--- config.mk ---
export PLATFORM = sky130hd
export DESIGN_NAME = debounced_cmd_frontend
export DESIGN_NICKNAME = d
export VERILOG_FILES = /design/src/rtl/debounced_cmd_frontend.sv
export SDC_FILE = /design/constraint.sdc
export NUM_CORES = 1
export LEC_CHECK = 0
export ABC_AREA = 1
export CORE_MARGIN = 2
export CORE_UTILIZATION = 50
export DETAILED_ROUTE_END_ITERATION = 7
export GPL_TIMING_DRIVEN = 0
export PLACE_DENSITY = 0.74
export SETUP_SLACK_MARGIN = 0.02
export SLEW_MARGIN = 25
export SYNTH_ARGS = -nofsm -noshare
export SYNTH_HDL_FRONTEND = slang
export SYNTH_SLANG_ARGS = --single-unit
--- constraint.sdc ---
create_clock -name clk -period 1.7 [get_ports clk]
set_clock_uncertainty 0.15 [all_clocks]
set_input_delay 0.34 -clock clk [delete_from_list [all_inputs] [get_ports clk]]
set_output_delay 0.34 -clock clk [all_outputs]
set_load 0.05 [all_outputs]
--- src/rtl/debounced_cmd_frontend.sv ---
// Push-button front end: synchronise, debounce and edge-detect NUM_CMD buttons, then queue
// priority-encoded {code, key, data} commands in a show-ahead FIFO drained by valid/ready.
module debounced_cmd_frontend #(
    parameter int NUM_CMD         = 3,
    parameter int KEY_SIZE        = 2,
    parameter int DATA_SIZE       = 4,
    parameter int DEBOUNCE_CYCLES = 16,
    parameter int EDGE            = 0,
    parameter int FIFO_DEPTH      = 4,
    parameter int CW              = $clog2(NUM_CMD + 1),
    parameter int CNTW            = $clog2(FIFO_DEPTH) + 1
) (
    input  logic                 clk,
    input  logic                 async_nreset,
    input  logic [NUM_CMD-1:0]   btn,
    input  logic [KEY_SIZE-1:0]  key,
    input  logic [DATA_SIZE-1:0] data,
    input  logic                 cmd_ready,
    input  logic                 ovf_clear,
    output logic                 cmd_valid,
    output logic [CW-1:0]        cmd_code,
    output logic [KEY_SIZE-1:0]  cmd_key,
    output logic [DATA_SIZE-1:0] cmd_data,
    output logic [CNTW-1:0]      fifo_count,
    output logic                 overflow
);
    // The counter clears instead of reaching DEBOUNCE_CYCLES, so it only ever holds 0..D-1.
    localparam int DBW = $clog2(DEBOUNCE_CYCLES);
    localparam int AW  = $clog2(FIFO_DEPTH);
    localparam logic ACTIVE_LVL = (EDGE != 0);
    localparam logic [NUM_CMD-1:0] IDLE = {NUM_CMD{~ACTIVE_LVL}};

    typedef struct packed {
        logic [CW-1:0]        code;
        logic [KEY_SIZE-1:0]  key;
        logic [DATA_SIZE-1:0] data;
    } entry_t;

    logic [NUM_CMD-1:0] sync1_q, sync1_d, sync2_q, sync2_d, stable_q, stable_d, press;
    logic [DBW-1:0]     cnt_q [NUM_CMD];
    logic [DBW-1:0]     cnt_d [NUM_CMD];
    logic               evt_valid_q, evt_valid_d;
    logic [CW-1:0]      evt_code_q, evt_code_d;
    entry_t             mem_q [FIFO_DEPTH];
    entry_t             head;
    logic [AW-1:0]      wr_ptr_q, wr_ptr_d, rd_ptr_q, rd_ptr_d;
    logic [CNTW-1:0]    count_q, count_d;
    logic               ovf_q, ovf_d;
    logic               empty, full, do_pop, do_push;

    always_comb begin
        // NOTE: every signal written here gets a default before any branch; a path that leaves one unassigned infers a latch.
        sync1_d  = btn;
        sync2_d  = sync1_q;
        stable_d = stable_q;
        press    = '0;
        for (int i = 0; i < NUM_CMD; i++) begin
            cnt_d[i] = '0;
            if (sync2_q[i] != stable_q[i]) begin
                if (cnt_q[i] == DBW'(DEBOUNCE_CYCLES - 1)) begin
                    stable_d[i] = sync2_q[i];
                    press[i]    = (sync2_q[i] == ACTIVE_LVL);
                end else begin
                    cnt_d[i] = cnt_q[i] + 1'b1;
                end
            end
        end
    end

    // Lowest-index press wins; simultaneous presses on other channels are dropped silently.
    always_comb begin
        evt_valid_d = |press;
        evt_code_d  = '0;
        for (int i = NUM_CMD - 1; i >= 0; i--) begin
            if (press[i]) evt_code_d = CW'(i + 1);
        end
    end

    always_comb begin
        empty   = (count_q == '0);
        full    = (count_q == CNTW'(FIFO_DEPTH));
        do_pop  = !empty && cmd_ready;
        do_push = evt_valid_q && (!full || do_pop);
        wr_ptr_d = do_push ? wr_ptr_q + 1'b1 : wr_ptr_q;
        rd_ptr_d = do_pop  ? rd_ptr_q + 1'b1 : rd_ptr_q;
        count_d  = count_q;
        if (do_push && !do_pop)      count_d = count_q + 1'b1;
        else if (!do_push && do_pop) count_d = count_q - 1'b1;
        ovf_d = ovf_q;
        if (ovf_clear) ovf_d = 1'b0;
        if (evt_valid_q && full && !do_pop) ovf_d = 1'b1;
        head = mem_q[rd_ptr_q];
    end

    always_ff @(posedge clk or negedge async_nreset) begin
        if (!async_nreset) begin
            sync1_q     <= IDLE;
            sync2_q     <= IDLE;
            stable_q    <= IDLE;
            for (int i = 0; i < NUM_CMD; i++) cnt_q[i] <= '0;
            evt_valid_q <= 1'b0;
            evt_code_q  <= '0;
            wr_ptr_q    <= '0;
            rd_ptr_q    <= '0;
            count_q     <= '0;
            ovf_q       <= 1'b0;
        end else begin
            // NOTE: non-blocking so every flop samples pre-edge values regardless of statement order.
            sync1_q     <= sync1_d;
            sync2_q     <= sync2_d;
            stable_q    <= stable_d;
            for (int i = 0; i < NUM_CMD; i++) cnt_q[i] <= cnt_d[i];
            evt_valid_q <= evt_valid_d;
            evt_code_q  <= evt_code_d;
            wr_ptr_q    <= wr_ptr_d;
            rd_ptr_q    <= rd_ptr_d;
            count_q     <= count_d;
            ovf_q       <= ovf_d;
        end
    end

    // NOTE: queue storage is deliberately not reset; entries are only visible while count_q covers them.
    always_ff @(posedge clk) begin
        if (do_push) mem_q[wr_ptr_q] <= {evt_code_q, key, data};
    end

    assign cmd_valid  = !empty;
    assign cmd_code   = empty ? '0 : head.code;
    assign cmd_key    = empty ? '0 : head.key;
    assign cmd_data   = empty ? '0 : head.data;
    assign fifo_count = count_q;
    assign overflow   = ovf_q;

endmodule

Word-level counts from Yosys, hierarchy flattened
Memory sizes are Yosys's and may differ from the RTL's.
Cells that the tools add are included.
{ "totals": {"register_bits": 32, "latch_bits": 0, "wordCells": 74, "ram_bits": 32, "inputBits": 13, "output_inout_bits": 13, "rom_bits": 0, "mem_count": 1} }
{ "mem_list": {"columns": ["memory", "depth", "width", "read_ports", "rd_ports_with_merged_regs", "wr", "line", "source"], "rows": [
  ["mem_q", 4, 8, 1, 0, 1, "44", "entry_t mem_q [FIFO_DEPTH];"]
]} }
{ "classes": {"eq_ne": 7, "div": 0, "mul": 0, "reduce_logical": 18, "mux": 24, "n_bitwise": 3, "shifts": 0, "order_cmp": 0, "addsub": 7} }
{ "ops": {"columns": ["cell", "count"], "rows": [
  ["$mux W4", 7],
  ["$add A4 B1 Y4 const B", 3],
  ["$eq A4 B4 Y1 const B", 3],
  ["$mux W1", 10],
  ["$mux W2", 5],
  ["$logic_and A1 B1 Y1", 6],
  ["$mux W3", 2],
  ["$reduce_and A2 Y1", 3],
  ["$add A2 B1 Y2 const B", 2],
  ["$logic_not A1 Y1", 4],
  ["$reduce_bool A2 Y1", 2],
  ["$add A3 B1 Y3 const B", 1],
  ["$eq A3 B3 Y1 const B", 1],
  ["$logic_not A3 Y1", 1],
  ["$ne A1 B1 Y1", 3],
  ["$not A1 Y1", 3],
  ["$reduce_or A3 Y1", 1],
  ["$sub A3 B1 Y3 const B", 1],
  ["$logic_or A1 B1 Y1", 1]
]} }

Longest topological paths before layout
{ "depth": {"depth_word": 9, "ltp_mapped": 12, "depth_no_buf": 12} }

Worst setup path after synthesis
No wires, ideal clock.
{ "synth_path": {"path_kind": "reg-to-output", "start": "register count_q[0] (netlist: fifo_count[0])", "end": "output cmd_code[0]", "path_buffers": 0, "setup_slack_ns": -1.024, "arrival_ns": 2.234, "path_stages_with_launch": 5, "cell_sequence": "dfrtp_1 > nor2_1 > nand2_1 > inv_1 > a21oi_1"} }
{ "synth_between": {"elab_chain_cells": 2} }
{ "synth_rtl": {"columns": ["element", "line", "source"], "rows": [
  ["start: declaration", "47", "logic [CNTW-1:0] count_q, count_d;"],
  ["start signal: assignment", "117", "count_q <= count_d;"],
  ["$logic_not A3 Y1", "80", "empty = (count_q == '0);"],
  ["$mux W2", "128", "assign cmd_code = empty ? '0 : head.code;"],
  ["end: declaration", "21", "output logic [CW-1:0] cmd_code,"]
]} }
Every way passes these cells.

Worst setup path after layout
{ "layout_path": {"start": "register rd_ptr_q[0]", "end": "output cmd_code[1]"} }
{ "layout_between": {"elab_chain_cells": 2} }
{ "layout_rtl": {"columns": ["element", "line", "source"], "rows": [
  ["start: declaration", "46", "logic [AW-1:0] wr_ptr_q, wr_ptr_d, rd_ptr_q, rd_ptr_d;"],
  ["start signal: assignment", "116", "rd_ptr_q <= rd_ptr_d;"],
  ["$mem_v2 Z4 W8", null, null],
  ["$mux W2", "128", null]
]} }
Every way passes these cells.

==> flow_summary_export.csv <==
group,metric,value,unit
run_status,status,"finished, violations left",
run_status,violations,"negative setup slack",
clocking,cts_tree,"yes",
clocking,cts_root_buffer,"clkbuf_8",
placement,dp_hpwl,3.34,mm
power,p_comb_share,3.0,%
drt,drc,0,
timing,rsz0062_at_grt,"true",
setup_path,endpoint_kind,"primary output",
synth,synthSimpleGateAreaFrac,18.5,%
synth,ys_warn_count,0,
job,maxCapViolCount,0,
synth,synthAdderAreaFrac,4.23,%
synth,synth-seq-cells,64,
synth,synthXorXnorAreaFrac,1.23,%
timing,layout_setup_ws,-416,ps
drt,viasPerCell,4.91,
final_layout,fin_nets,371,
power,power_frac_seq,51.9,%
global_route,grt_max_degree,19,
synth,syn_inst,287,
placement,preCtsSetupSlack,-759,ps
drt,ant_nets,0,
synth,synth_area_leaders,"edfxtp_1 34%, dfrtp_1 20%, nand2_1 9.0%, inv_1 8.5%, dfstp_2 8.3%",
placement,gp_congestion,0.773,
final_layout,antennaDiodeCount,0,
setup_path,worst_path_dominant_cell_family,"buffers and inverters",
setup_path,cp_common_cell,"buf_6",
power,p_clk_share,45.1,%
timing,clock.fmax,473,MHz
timing,hold_ws,205,ps
global_route,grt_use_total,20.6,%
timing,fin_tns_setup,-3480,ps
power,p_leak,1.80,nW
final_layout,area_growth,42.8,%
die,start_util,51.6,%
setup_path,cp_num_buf_inv,3,
timing,hold_viol_final,0,
global_route,grt_pass1_vias,2104,
timing,post-route-period-util,124,%
clocking,h-tree-depth,3,
drt,vias,2092,
setup_path,critPathSlowestCell,"dfrtp_1",
die,die-area,6300,sq um
power,power_switching,0.621,mW
timing,slew_violations,0,
final_layout,final_cell_mix,"58 x inv_1, 53 x nand2_1, 32 x edfxtp_1",
synth,seq_area_frac_synth,62.4,%
power,p_int,2.61,mW
global_route,grt_first_pass_wirelength,9.47,mm
die,core,5510,sq um
timing,fin_crit,2120,ps
drt,wl_per_cell,14.3,um
power,power,3.23,mW
clocking,cts_num_sinks,64,
final_layout,layout-drive-gt1-share,34.5,%
synth,syn_nets,309,
setup_path,arrival,1630,ps
timing,worst_slew_pin_slew,373,ps
drt,dr.pass1.iters,4,
clocking,clk_pin_slew,80,ps
synth,synth_cell_type_count,21,
setup_path,critical_path.max_stage_delay,400,ps
die,fp.dieH,79.4,um
die,row_count,27,
final_layout,fin_util,73.7,%
placement,dp_cells,385,
hold_path,min_path_type,"reg2reg",
timing,setup_viol,26,
global_route,antenna_found_initial,0,
timing,slew_headroom,75.1,%
synth,synth_area,2840,sq um
setup_path,start_kind,"flop",
clocking,cts_buffers,9,
final_layout,fill_cells,348,
synth,synthMuxAreaShare,0,%
clocking,worstSkewPairLatency,340,ps
drt,first_iter_violations,117,
clocking,cts.path.max_buffers,2,
synth,yosys.area.top_type_share,33.8,%
setup_path,path_cells,"buf_6, buf_8, nand2_1, nand3_2, a21oi_4, buf_6",
power,vdd_ir_drop_max,0.791,mV
die,boundaryPins,26,
synth,avgSynthCellArea,9.90,sq um
placement,portBuffers,25,
final_layout,layout_commonest_cell,"inv_1",
power,p_sw_share,19.2,%
final_layout,final_area,4060,sq um
final_layout,instances_no_fill,426,
drt,wl,6.10,mm
setup_path,crit_type,"reg2out",
placement,place_area,3360,sq um
setup_path,cp_max_fo,10,
power,power_density,795,nW/um^2
synth,yosys.area.top_type,"edfxtp_1",
synth,synth-compound-area-share,3.17,%
setup_path,critPathRequiredTime,1210,ps
die,fp.dieW,79.4,um
global_route,gr-total-overflow,0,
synth,synth_top_family_by_area,"simple AND/OR/NAND/NOR gates",
[synthesized netlist by cell type, drive strengths merged]
cell     n
nand2   69
inv     65
o21ai    5
ha       8
nand4    4
dfrtp   23
a21oi   11
nand3   31
buf      4
dfstp    9
fa       1
xnor2    4
nor2    19
edfxtp  32
nor3b    1
o22ai    1
[final timing paths]
kind                               startpoint             to  slack [ps]  cells past startpoint
worst max-delay path              rd_ptr_q[0]    cmd_code[1]        -420                      6
max in group asynchronous        async_nreset    stable_q[2]         610                      3
worst min register to register     sync1_q[1]     sync2_q[1]         200                      0
worst min-delay path               sync1_q[1]     sync2_q[1]         200                      0
worst max register to register  fifo_count[1]  fifo_count[1]        -260                     10
min in group asynchronous        async_nreset       cnt_q[4]         300                      2
[cell type report]
cell class | instances | area, sq um | share of cell area, %
sequential | 64 | 1780 | 43.8
multi-input combinational | 154 | 1100 | 27.1
timing repair buffer | 51 | 554 | 13.7
inverter | 65 | 262 | 6.44
clock buffer | 13 | 159 | 3.91
tap | 72 | 90.1 | 2.22
clock inverter | 3 | 63.8 | 1.57
buffer | 4 | 52.6 | 1.29
[timing repair]
| action | 4_1_cts | 5_1_grt |
|---|---|---|
| pin swaps | 18 | 16 |
| resized for setup | 118 | 23 |
| buffers inserted | 15 | 8 |
| setup endpoints to repair | 47 | 36 |
| cloned | 2 | 0 |
| endpoints found under the hold margin | 8 | 0 |
| hold buffers | 1 | 0 |
[kinds of logic (layout without fill, tap and decap cells)]
family	count (synthesis)	in the layout
simple gates	124	124
buf+inv	69	136
fa+ha+maj	9	9
xor+xnor	4	4
compound gates	17	17
flops	64	64
[power groups by stage]
stage,clock (mW),sequential (mW),combinational [mW]
after CTS,1.48,1.68,0.0990
after floorplan,0,1.70,0.0357
after global routing,1.56,1.68,0.112
after detailed placement,0,1.71,0.0978
after global placement,0,1.70,0.0893
final,1.45,1.68,0.0973
[worst reg2reg max path, stage by stage, from the launching register on]
cell,delay [ps]
dfrtp_2,430
nor2_4,190
buf_6,130
nand3_4,80
nand2_4,80
inv_2,50
ha_4,170
inv_4,50
fa_2,410
nand2_1,80
nand2_1,50
[sequential cells by signal, indices dropped and copies added, names as in the netlist]
name / count
mem_q: 32
evt_code_q: 2
overflow: 1
sync1_q: 3
fifo_count: 3
wr_ptr_q: 2
rd_ptr_q: 2
cnt_q: 12
stable_q: 3
evt_valid_q: 1
sync2_q: 3
[per-layer routing]
layer	GRT usage, %	wire length [um]	up-vias
met4	9.83	236	0
met5	0	0	-
met3	6.79	237	19
met2	36.7	3310	45
met1	21.8	2320	1003
li1	-	-	1025
No activity file was read; power rests on OpenSTA's default activity.
